**config.mk**
```make
export PLATFORM = sky130hd
export DESIGN_NAME = uart_rx_fifo
export DESIGN_NICKNAME = d
export VERILOG_FILES = /design/src/rtl/uart_rx_fifo.sv
export SDC_FILE = /design/constraint.sdc
export NUM_CORES = 1
export LEC_CHECK = 0
export CAP_MARGIN = 20
export CORE_ASPECT_RATIO = 0.7
export CORE_MARGIN = 2
export CORE_UTILIZATION = 40
export DETAILED_ROUTE_END_ITERATION = 7
export PLACE_DENSITY = 0.67
export SLEW_MARGIN = 20
export SYNTH_ARGS = -nofsm -noshare
export SYNTH_HDL_FRONTEND = slang
export SYNTH_SLANG_ARGS = --single-unit
export TNS_END_PERCENT = 100
```
**constraint.sdc**
```tcl
create_clock -name clk -period 3.1 [get_ports clk]
set_input_delay 0.62 -clock clk [delete_from_list [all_inputs] [get_ports clk]]
set_output_delay 0.62 -clock clk [all_outputs]
set_load 0.1 [all_outputs]
```
**src/rtl/uart_rx_fifo.sv**
```systemverilog
// uart_rx_fifo: receive half of the SoC debug UART.
// Deserializes asynchronous frames from rx into a first-word-fall-through FIFO
// that the CPU drains through rd_en / rd_data.
// Build option: define UART_RX_PARITY_EN for 8E1 frames with an even-parity
// check; leave it undefined for plain 8N1 frames.

module uart_rx_fifo #(
    parameter int CLK_DIV    = 434,
    parameter int FIFO_DEPTH = 8
) (
    input  logic                        clk,
    input  logic                        reset,
    input  logic                        rx,
    input  logic                        rd_en,
    input  logic                        err_clr,
    output logic [7:0]                  rd_data,
    output logic                        rx_valid,
    output logic [$clog2(FIFO_DEPTH):0] count,
    output logic                        overrun,
    output logic                        frame_err,
    output logic                        irq
);

    localparam int CW = $clog2(CLK_DIV);
    localparam int AW = $clog2(FIFO_DEPTH);

    localparam logic [CW-1:0] HALF_LOAD = CW'(CLK_DIV / 2 - 1);
    localparam logic [CW-1:0] BIT_LOAD  = CW'(CLK_DIV - 1);
    localparam logic [CW-1:0] CNT_ONE   = CW'(1);
    localparam logic [AW:0]   DEPTH_CNT = (AW + 1)'(FIFO_DEPTH);
    localparam logic [AW:0]   ONE_CNT   = (AW + 1)'(1);
    localparam logic [AW-1:0] PTR_ONE   = AW'(1);

    typedef enum logic [2:0] {
        IDLE,
        START,
        DATA,
`ifdef UART_RX_PARITY_EN
        PARITY,
`endif
        STOP
    } state_t;

    // Synchronizer
    logic rx_meta;
    logic rxs;

    // Receiver FSM
    state_t        state;
    logic [CW-1:0] bit_cnt;
    logic [2:0]    bit_idx;
    logic [7:0]    shift;
    logic          push;
    logic [7:0]    push_data;
    logic          stop_ok;

    // FIFO
    logic [7:0]    mem [FIFO_DEPTH];
    logic [AW-1:0] wr_ptr;
    logic [AW-1:0] rd_ptr;
    logic          do_push;
    logic          do_pop;
    logic          drop;

    // Two-stage synchronizer; idles high so reset does not look like a start bit
    always_ff @(posedge clk or posedge reset) begin
        if (reset) begin
            rx_meta <= 1'b1;
            rxs     <= 1'b1;
        end else begin
            // NOTE: non-blocking so rxs takes the old rx_meta, giving two real stages.
            rx_meta <= rx;
            rxs     <= rx_meta;
        end
    end

`ifdef UART_RX_PARITY_EN
    logic par_err;
    assign stop_ok = rxs && !par_err;
`else
    assign stop_ok = rxs;
`endif

    // Frame FSM: mid-bit sampling, byte assembly, frame_err flag and push strobe
    always_ff @(posedge clk or posedge reset) begin
        if (reset) begin
            state     <= IDLE;
            bit_cnt   <= '0;
            bit_idx   <= '0;
            shift     <= '0;
            push      <= 1'b0;
            push_data <= '0;
            frame_err <= 1'b0;
`ifdef UART_RX_PARITY_EN
            par_err   <= 1'b0;
`endif
        end else begin
            push <= 1'b0;
            // A set later in this block overrides the clear in the same cycle.
            if (err_clr) frame_err <= 1'b0;
            case (state)
                IDLE: begin
                    if (!rxs) begin
                        bit_cnt <= HALF_LOAD;
                        state   <= START;
                    end
                end
                START: begin
                    if (bit_cnt == '0) begin
                        if (!rxs) begin
                            bit_cnt <= BIT_LOAD;
                            bit_idx <= '0;
                            state   <= DATA;
                        end else begin
                            state <= IDLE;
                        end
                    end else begin
                        bit_cnt <= bit_cnt - CNT_ONE;
                    end
                end
                DATA: begin
                    if (bit_cnt == '0) begin
                        shift[bit_idx] <= rxs;
                        bit_cnt        <= BIT_LOAD;
                        bit_idx        <= bit_idx + 3'd1;
                        if (bit_idx == 3'd7) begin
`ifdef UART_RX_PARITY_EN
                            state <= PARITY;
`else
                            state <= STOP;
`endif
                        end
                    end else begin
                        bit_cnt <= bit_cnt - CNT_ONE;
                    end
                end
`ifdef UART_RX_PARITY_EN
                PARITY: begin
                    if (bit_cnt == '0) begin
                        par_err <= (rxs != ^shift);
                        bit_cnt <= BIT_LOAD;
                        state   <= STOP;
                    end else begin
                        bit_cnt <= bit_cnt - CNT_ONE;
                    end
                end
`endif
                STOP: begin
                    if (bit_cnt == '0) begin
                        state <= IDLE;
                        if (stop_ok) begin
                            push      <= 1'b1;
                            push_data <= shift;
                        end else begin
                            frame_err <= 1'b1;
                        end
                    end else begin
                        bit_cnt <= bit_cnt - CNT_ONE;
                    end
                end
                default: state <= IDLE;
            endcase
        end
    end

    // FIFO accept/drop decisions; a pop on a full FIFO makes room for a same-cycle push
    always_comb begin
        // NOTE: every signal is assigned on every path, so no latch can be inferred.
        do_pop  = rd_en && (count != '0);
        do_push = push && ((count != DEPTH_CNT) || do_pop);
        drop    = push && (count == DEPTH_CNT) && !do_pop;
    end

    // FIFO storage write port
    always_ff @(posedge clk) begin
        // NOTE: storage is deliberately left unreset; occupancy tracking makes stale entries invisible.
        if (do_push) mem[wr_ptr] <= push_data;
    end

    // FIFO pointers, occupancy, registered head byte and overrun flag
    always_ff @(posedge clk or posedge reset) begin
        if (reset) begin
            wr_ptr  <= '0;
            rd_ptr  <= '0;
            count   <= '0;
            rd_data <= '0;
            overrun <= 1'b0;
        end else begin
            if (do_push) wr_ptr <= wr_ptr + PTR_ONE;
            if (do_pop)  rd_ptr <= rd_ptr + PTR_ONE;

            if (do_push && !do_pop)      count <= count + ONE_CNT;
            else if (do_pop && !do_push) count <= count - ONE_CNT;

            // Head tracks the oldest entry; it holds its stale value once the FIFO drains.
            if (do_push && ((count == '0) || (do_pop && count == ONE_CNT)))
                rd_data <= push_data;
            else if (do_pop && count > ONE_CNT)
                rd_data <= mem[rd_ptr + PTR_ONE];

            if (drop)         overrun <= 1'b1;
            else if (err_clr) overrun <= 1'b0;
        end
    end

    assign rx_valid = (count != '0);

    // Interrupt line, registered one cycle behind its sources
    always_ff @(posedge clk or posedge reset) begin
        if (reset) irq <= 1'b0;
        else       irq <= rx_valid | overrun | frame_err;
    end

endmodule

```
# Yosys cells after proc, flatten, opt, wreduce, memory -nomap -nowiden
# Memories as Yosys holds them, arrays and structs flattened.
# Index checks and enable logic that the tools add are counted.
# op_classes
addsub	6
mul	0
div_mod_pow	0
order_cmp	3
n_eq_ne	15
shift	0
n_mux	35
n_bitwise	2
n_reduce_logical	28
# ops
operator	n
$mux W9	5
$pmux W9 S4	1
$mux W3	8
$mux W8	2
$ne A2 B2 Y1 const B	7
$mux W1	12
$pmux W3 S4	1
$logic_and A1 B1 Y1	10
$add A3 B1 Y3 const B	3
$logic_not A9 Y1	1
$sub A9 B1 Y9 const B	1
$bwmux W8	1
$mux W4	2
$reduce_and A4 Y1	2
$reduce_bool A2 Y1	4
$reduce_bool A4 Y1	2
$eq A3 B2 Y1 const B	2
$pmux W3 S2	1
$reduce_and A5 Y1	1
$add A4 B1 Y4 const B	1
$eq A4 B1 Y1 const B	1
$eq A4 B4 Y1 const B	1
$gt A4 B1 Y1 const B	1
$logic_not A4 Y1	1
other kinds (15)	18
# totals
ff_bits	55
latchBits	0
mem_bits_rw	64
rom_bits	0
inputBits	5
output_inout_bits	16
elab_cells	105
n_memories	1
# mem_list
name	words	width	rd	rd_ports_with_merged_regs	wr	line	text
mem	8	8	1	0	1	58	logic [7:0] mem [FIFO_DEPTH];

# Logic depth before layout (Yosys ltp)
# Gate-level depths: netlist of run 1.
# depth
depth_word	8
depth_mapped	9
mapped_depth_nobuf	8

# Least setup slack after synthesis of run 1
# OpenSTA, ideal clock, no wires.
# synth_timing
kind	flip-flop to flip-flop
start	register count[1]
end	register count[3]
arrival_ns	3.240
slack_ns	-0.304
stages_incl_launch_ff	9
n_path_buf	0
path_cell_list	dfrtp_1 -> inv_1 -> ha_1 -> nand2_1 -> nand2_1 -> ha_1 -> or4_1 -> a21oi_1 -> xor2_1
# synth_via
elab_chain_len	7
word_cells_on_any_way	14
cone_classes	add/sub (2); eq/ne (1); mux (2); reduce/logical (9)
# synth_rtl
item	line	text
start, declared	18	output logic [$clog2(FIFO_DEPTH):0] count,
start signal, assigned	192	if (do_push && !do_pop) count <= count + ONE_CNT;
start signal, assigned	193	else if (do_pop && !do_push) count <= count - ONE_CNT;
$reduce_bool A4 Y1 (*)	--	
named net rx_valid	17	output logic rx_valid,
$logic_and A1 B1 Y1 (*)	169	do_pop = rd_en && (count != '0);
$logic_or A1 B1 Y1	170	do_push = push && ((count != DEPTH_CNT) || do_pop);
$logic_and A1 B1 Y1	170	
$logic_not A1 Y1	193	
$logic_and A1 B1 Y1	193	
$reduce_bool A2 Y1 (no line)	--	
# Mark *: on every way through the listed nets, which the timed path passes. The rest lies on a longest branch. The select of a mux whose other input is x is not followed.
# A chain may end at the register's enable or synchronous reset.

# Worst setup path after layout of run 1
# layout_timing
start	register count[0]
end	register count[3]
# layout_via
elab_chain_len	7
word_cells_on_any_way	14
cone_classes	add/sub (2); eq/ne (1); mux (2); reduce/logical (9)
# layout_rtl
item
parallel branches: the longest is 7 deep, another holds $sub A4 B1 Y4
# Several ways; the timed one is not identified. The select of a mux whose other input is x is not followed.

==> results.ini, run 1 <==
[routing]
ant_nets = 0
drc = 0
dr.pass1.iters = 4
wl_per_cell_um = 17.4
drt_iter0_markers = 261
num_vias = 3094
viasPerCell = 5.47
drt_wl_total_um = 9850

[timing]
rsz0062_at_grt = no
max_freq_mhz = 380
hold_viol = 0
worstMarginPinSlew_ps = 841
min_period_ps = 2630
skew_ps = 11.3
slew_headroom_pct = 44.0
slew_violations = 0
fin_tns_setup_ps = 0
finalSetupViolations = 0
period_share_pct = 84.9

[cts]
clkTransAtPathRegs_ps = 60
cts_max_level = 4
ctsResizeCount = 0
cts_buffer_depth = 2
clk_latency_ps = 410
post-cts-setup-buffer-count = 0
tritoncts = built
cts_buffers = 17
root_buffer = clkbuf_16
cts_sinks = 118
cts_hold_buf = 0

[setup_path]
start_kind = flop
critPathCaptureType = flop
worstRegToRegCells = 8
r2r-end = count[3]$_DFFE_PP0P_
cp.required_ps = 3420
rrSetupSlack_ps = 470
r2r-start = count[0]$_DFFE_PP0P_
worstSetupPathType = flop to flop
crit_fanout = 7
worstPathArrival_ps = 2950

[yosys]
synth_ff_type = edfxtp_1
synth_cell_types = 52
synth-seq-cells = 118
syn_inst = 348
synth_edf_count = 64
syn_area_um2 = 5070
syn-num-nets = 366
ys_async_sr_fraction_pct = 45.8
syn_area_per_cell_um2 = 14.6
synth_seq_area_share_pct = 64.5
yosys_warnings = 0

[floorplan]
core-area_um2 = 12400
ioPinCount = 21
die-area_um2 = 13600
die_x_um = 139
start_util_pct = 40.9
rows = 34
die_y_um = 98.2

[global_route]
antenna_found_initial = 0
grt_max_degree = 26
first_global_vias = 3022
track_usage_pct = 15.6
grt_pass1_wl_um = 16300
gr-total-overflow = 0

[layout]
final_cells = 566
area_growth_pct = 20.1
nets = 409
drive_gt1_share_pct = 24.8
diodes = 0

[placed_design]
placed_cells = 534
routabilityCongestion = 0.821
hpwl_um = 6760
portBuffers = 20

[power_and_ir_drop]
powerDensity_nw_per_um2 = 596
vdd_drop_max_mv = 0.412
power.leakage_nw = 2.58

[outcome]
status = complete, no violations

[worst_hold_path]
min_from = rx_meta$_DFF_PP1_
hold_depth = 0
min_path_type = flop to flop
whs_endpoint = rxs$_DFF_PP1_

[job]
drv_cap = 0

## kinds of logic after synthesis
group	synth area share, %
compound gates	9.86
xor+xnor	1.90
fa+ha+maj	3.21
buf+inv	1.70
flops	64.5
mux	10.4
simple gates	8.41
## sequential cells by signal, indices dropped and copies added (netlist names)
signal	flops
mem	64
bit_cnt	9
push_data	8
rd_data	8
shift	8
count	4
bit_idx	3
rd_ptr	3
wr_ptr	3
state	2
frame_err	1
irq	1
overrun	1
push	1
rx_meta	1
rxs	1
## cell type report
type	instances	area (um2)
Clock buffer	17	425
Clock inverter	15	169
Fill cell	1075	6330
Inverter	13	48.8
Multi-Input combinational cell	208	1720
Sequential cell	118	3280
Tap cell	162	203
Timing Repair Buffer	33	258
## cells in the mapped netlist, drive strengths merged (2+ instances only)
master	instances	area [um2]
edfxtp	64	1920
dfrtp	52	1300
nand2	32	120
a21oi	17	85.1
mux4	16	360
o21ai	15	75.1
nor2	14	52.6
ha	13	163
mux2	13	146
inv	12	45.0
o31ai	9	72.6
a221o	8	80.1
nand2b	6	37.5
xor2	6	52.6
clkbuf	5	18.8
nor3	5	25.0
xnor2	5	43.8
a2bb2oi	4	35.0
buf	4	18.8
nand3	4	20.0
a21o	3	22.5
a31oi	3	18.8
nand4	3	18.8
o22ai	3	18.8
or4	3	26.3
a22o	2	17.5
dfstp	2	52.6
mux2i	2	20.0
nor4	2	33.8
o211ai	2	15.0
or3	2	12.5
## power breakdown
group	internal (mW)	leakage (nW)	switching (mW)
Sequential	1.64	1.47	0.00195
Clock	1.20	0.290	0.754
Combinational	0.00724	0.811	0.0192
## stage by stage
stage | utilization (%) | hold WS, ps | area, um2 | power, mW | worst slack (ps)
floorplan | - | 345 | 5080 | 1.69 | 26.1
global placement | 44.3 | 347 | 5500 | 1.70 | 329
detailed placement | 44.3 | 353 | 5500 | 1.71 | 180
CTS | 49.1 | 361 | 6090 | 3.66 | 457
global route | 49.1 | 365 | 6090 | 3.74 | 266
finish | 49.1 | 359 | 6090 | 3.63 | 469
## worst max-delay path by stage
stage,from,endpoint,slack [ps],depth (start not counted)
global placement,rd_en,count[3]$_DFFE_PP0P_,330,7
finish,count[0]$_DFFE_PP0P_,count[3]$_DFFE_PP0P_,470,8
global route,count[0]$_DFFE_PP0P_,count[3]$_DFFE_PP0P_,270,8
floorplan,count[1]$_DFFE_PP0P_,count[3]$_DFFE_PP0P_,30,8
CTS,count[0]$_DFFE_PP0P_,count[3]$_DFFE_PP0P_,460,8
detailed placement,rd_en,count[3]$_DFFE_PP0P_,180,7
## worst max-delay path, cell delays in order, from the launching register on
cell      delay, ps
dfrtp_1         460
inv_1            90
ha_1            280
nor4bb_1        390
nor2b_1         190
ha_1            290
or4_1           430
a21oi_1         200
xor2_1          210
## per-layer routing
metal	vias up	wire length, um	global-route usage (%)
met4	0	63	4.43
met1	1554	4940	22.9
met5	-	0	0
met2	91	4330	22.1
met3	5	526	5.30
li1	1444	-	-
## placed cells by master, fill, tap and decap left out, types with 2 or more instances in the layout
cell type and n:
a21o_1 3, a21oi_1 17, a221o_1 8, a22o_1 2, a2bb2oi_1 4, a31oi_1 3
buf_4 29, bufinv_16 2, clkbuf_16 17, clkdlybuf4s50_1 4, clkinv_4 4, dfrtp_1 52
dfstp_2 2, edfxtp_1 64, ha_1 13, inv_1 11, inv_6 7, mux2_2 13
mux2i_1 2, mux4_2 16, nand2_1 31, nand2b_1 6, nand3_1 4, nand4_1 3
nor2_1 14, nor3_1 5, o211ai_1 2, o21ai_0 15, o22ai_1 3, o31ai_1 8
or3_1 2, or4_1 2, xnor2_1 5, xor2_1 6
(Power assumes the default switching activity.)
==> run 2: changes to the inputs <==
clock period = 2.6 ns   (was 3.1 ns; I/O delays follow)
==> results.ini, run 2 (same netlist as run 1, synthesis figures left out) <==
[outcome]
status = complete, no violations

[global_route]
grt_max_degree = 34  ; +31%
antenna_found_initial = 0  ; unchanged
gr-total-overflow = 0  ; unchanged
track_usage_pct = 15.9  ; +0.32 points
busiest_layer = met2
met1_usage_pct = 21.7  ; -1.2 points
grt_use_met2_pct = 23.3  ; +1.2 points
grt_pass1_wl_um = 16300  ; +0.13%
met3_usage_pct = 5.84  ; +0.54 points
first_global_vias = 3122  ; +3.3%

[layout]
diodes = 0  ; unchanged
nets = 411  ; +0.49%
largest_reg_flops = 64  ; unchanged
regMostFlops = mem
area_growth_pct = 20.9
final_cell_mix = 64 x edfxtp_1, 48 x dfrtp_1, 31 x nand2_1
design_area_um2 = 6130  ; +0.64%
largestRegisters = mem (64), bit_cnt (9)
drive_gt1_share_pct = 25.7  ; +0.93 points
layout.cells.most_common = edfxtp_1
multi_input_area_um2 = 1730  ; +0.88%
regArea_um2 = 3280  ; +0.15%
fillers = 1050  ; -2.3%

[worst_hold_path]
min_path_type = flop to flop
hold_depth = 0  ; unchanged

[power_and_ir_drop]
finalPower_mw = 4.29  ; +18%
power.leakage_nw = 2.57  ; -0.28%
vdd_drop_max_mv = 0.398  ; -3.6%
powerDensity_nw_per_um2 = 699  ; +17%

[timing]
worstMarginPinSlew_ps = 838  ; -2.66 ps
min_period_ps = 2320  ; -314 ps
skew_ps = 8.72  ; -2.55 ps
rsz0062_at_grt = no
max_freq_mhz = 432  ; +14%
finalSetupViolations = 0  ; unchanged
hold_ws_ps = 358  ; -1.67 ps
slew_violations = 0  ; unchanged
hold_viol = 0  ; unchanged
slew_headroom_pct = 44.1  ; +0.18 points
fin_tns_setup_ps = 0  ; unchanged
period_share_pct = 89.1  ; +4.3 points

[cts]
clk_latency_ps = 410  ; about the same
cts_max_level = 4  ; unchanged
cts_buffers = 17  ; unchanged
cts_hold_buf = 0  ; unchanged
clkTransAtPathRegs_ps = 50  ; about the same
root_buffer = clkbuf_16
ctsResizeCount = 0  ; unchanged
cts_buffer_depth = 2  ; unchanged
post-cts-setup-buffer-count = 0  ; unchanged
tritoncts = built
cts_sinks = 118  ; unchanged

[setup_path]
worstPathCellList = inv_1 > ha_1 > nor4bb_1 > nor2b_1 > buf_4 > nand2b_1 > nor2_1
crit_fanout = 8  ; +1
worstPathArrival_ps = 2350  ; -600 ps
worstSetupPathType = flop to flop
slowest_delay_ps = 640  ; +180 ps
critPathCaptureType = flop
critPathBufInv = 2  ; +1
start_kind = flop
cp_top_family = simple AND/OR/NAND/NOR gates
cp.required_ps = 2630  ; -790 ps
cp.depth = 7  ; -1
worstRegToRegCells = 7  ; -1
critPathSlowestCell = nor2_1

[routing]
viasPerCell = 5.53  ; +1.2%
ant_nets = 0  ; unchanged
num_vias = 3137  ; +1.4%
drt_wl_total_um = 10000  ; +2.0%
wl_per_cell_um = 17.7  ; +1.8%
dr.pass1.iters = 5  ; +1
drc = 0  ; unchanged
drt_iter0_markers = 280  ; +7.3%

[floorplan]
die_x_um = 139  ; unchanged
start_util_pct = 40.9  ; unchanged
core-area_um2 = 12400  ; unchanged
rows = 34  ; unchanged
ioPinCount = 21  ; unchanged
die_y_um = 98.2  ; unchanged
die-area_um2 = 13600  ; unchanged

[placed_design]
place_area_um2 = 5550  ; +0.86%
portBuffers = 20  ; unchanged
routabilityCongestion = 0.888  ; +8.1%
hpwl_um = 6700  ; -0.80%

[job]
drv_cap = 0  ; unchanged

-- run 2: cell types whose count changed in the layout (fill, tap and decap cells not counted), moves of 2 or more --
cell,previous run,this run
clkinv_1,1,4
clkinvlp_4,1,6
dfrtp_2,0,4
dfrtp_1,52,48
nor3_1,5,3
clkinv_4,4,0
inv_6,7,1
nor3_2,0,2
-- run 2: worst paths after layout --
kind / from / to / slack, ps
max: count[0]$_DFFE_PP0P_ / mem[4][5]$_DFFE_PP_ / 280
max in group asynchronous: reset / rx_meta$_DFF_PP1_ / 1500
min reg2reg: rx_meta$_DFF_PP1_ / rxs$_DFF_PP1_ / 360
min in group asynchronous: reset / shift[0]$_DFFE_PP0P_ / 470
min: rx_meta$_DFF_PP1_ / rxs$_DFF_PP1_ / 360
max reg2reg: count[0]$_DFFE_PP0P_ / mem[4][5]$_DFFE_PP_ / 280
-- run 2: power by group --
part | total (mW) | switching (mW) | internal [mW]
Clock | 2.29 | 0.803 | 1.49
Sequential | 1.97 | 0.00272 | 1.96
Combinational | 0.0337 | 0.0231 | 0.0106
-- run 2: area by class of cell --
| cell class | instances | share of cell area (%) |
|---|---|---|
| multi-input combinational | 208 | 28.2 |
| sequential | 118 | 53.5 |
| clock buffer | 17 | 6.94 |
| timing repair buffer | 35 | 4.65 |
| clock inverter | 14 | 2.61 |
| inverter | 13 | 0.796 |
| tap | 162 | 3.30 |
-- run 2: worst register-to-register path, delay by kind of cell (launching register included) --
kind,cells,cell delay (ps)
buffers and inverters,2,230
DFF,1,420
adders and majority gates,1,200
and+or+nand+nor,4,1080
-- run 2: per-layer routing --
metal	wire, um	vias to the layer above
met5	0	-
met4	170	0
met3	617	15
met2	4470	118
met1	4790	1565
li1	-	1439
-- run 2: metrics by stage --
step                instances  util, %  setup slack (ps)
finish                    567     49.4               283
global route              567     49.4              44.0
CTS                       567     49.4               238
detailed placement        536     44.7             -48.7
global placement          536     44.7              96.6
floorplan                 348        -             -69.3
==> patch, RTL diff (config.mk and constraints of run 1) <==
Build with the macro `UART_RX_PARITY_EN` defined.
--- a/src/rtl/uart_rx_fifo.sv
+++ b/src/rtl/uart_rx_fifo.sv
@@ -3,6 +3,8 @@
 // that the CPU drains through rd_en / rd_data.
 // Build option: define UART_RX_PARITY_EN for 8E1 frames with an even-parity
 // check; leave it undefined for plain 8N1 frames.
+
+`define UART_RX_PARITY_EN
 
 module uart_rx_fifo #(
     parameter int CLK_DIV    = 434,
Function: no difference found for any inputs over 10 cycles, from zero or initial values and one cycle with reset high; that may be too few to reach the edited logic, so the function may still have changed.
==> patch against run 1 <==
Area after synthesis increased by 4.4%. Largest power group unchanged. Critical endpoint unchanged. Worst hold slack got worse by 0.0054 ns. Sequential cell count increased by 2. Wire length increased by 6.9%. Setup slack got worse by 0.053 ns. Via count increased by 6.1%. Critical path type unchanged. First-iteration DRC count decreased by 16%. Power increased by 4.0%. Cell area increased by 3.7%. Highest routed layer unchanged. Non-clock buffer count decreased by 4.
==> patch: results (changes against run 1) <==
post-DP HPWL - 6800 µm (+0.61%)
Slew @ Worst Pin - 1.00 ns (+0.159 ns)
CP Data Arrival Time - 3.02 ns (+0.07 ns)
top post-synthesis cells by count - 67 x nand2_1, 64 x edfxtp_1, 54 x dfrtp_1, 28 x o21ai_0, 18 x nor2_1
Seq/Total Area, Yosys - 62.8% (-1.8 points)
Worst Hold Slack - 0.354 ns (-0.00535 ns)
Clk network pwr share - 54.9% (+1.0 points)
vias in the first global route - 3207 (+6.1%)
Met3 Wirelength - 580 µm (+10%)
M3 GR Usage - 4.77% (-0.53 points)
post-synthesis cell type count - 55 (+5.8%)
outcome - finished clean
routed length on met1 - 5060 µm (+2.5%)
number of nets in the layout - 454 (+11%)
layout cells sized above 1 - 21.9% (-2.9 points)
GPL Wtd Cong - 0.813 (-1.0%)
met2 usage - 24.4% (+2.3 points)
reg2reg path depth - 9 (+1)
Leak Pwr - 2.74 nW (+6.3%)
top cells by area, synth - edfxtp_1 36%, dfrtp_1 26%, mux4_2 6.8%
non-filler cells, final - 619 (+9.4%)
clock skew - 0.00865 ns (-0.00263 ns)
Psw - 0.749 mW (-3.3%)
internal power - 3.03 mW (+6.0%)
postcts setup bufs - 0 (unchanged)
Post-Synthesis Cells - 405 (+16%)
Fillers - 1144 (+6.4%)
DR iter-0 viols - 218 (-16%)
routed vias - 3284 (+6.1%)
Avg WL per Cell - 17.0 µm (-2.2%)
sequential share of power - 44.3% (-1.1 points)
first-pass GRT wire length - 17400 µm (+7.0%)
total nets after synthesis - 419 (+14%)
First-pass DRT Iterations - 5 (+1)
largest net degree at the start of global routing - 57 (+120%)
Final Cycle Share - 86.6% (+1.7 points)
met2 wire length - 4750 µm (+9.9%)
[patch: cell count changes in the layout (fill, tap and decap cells not counted), sizes merged, moves of 4 or more]
| cell | change |
|---|---|
| ha | -4 |
| nor3 | +6 |
| a21oi | -11 |
| nor2 | +5 |
| nand3 | +11 |
| nand2 | +36 |
| nor3b | +4 |
| xnor2 | +9 |
| inv | -4 |
| o31ai | -8 |
| a221o | -8 |
| buf | -4 |
| o21ai | +14 |
[patch: final cells by class]
type,count,area (µm²),share of cell area [%]
flip-flops and latches,120,3330,52.7
inverters,13,48.8,0.772
repair buffers,29,228,3.60
clock inverters,15,200,3.17
clock buffers,17,425,6.73
well taps,166,208,3.29
multi-input cells,259,1880,29.8
[patch: logic make-up after synthesis]
group	share of synthesized area, %
flip-flops	62.8
XOR/XNOR	3.47
adder cells (fa/ha/maj)	2.13
AO/OA/AOI/OAI	6.02
AND/OR/NAND/NOR	13.7
buffers and inverters	2.03
multiplexers	9.85
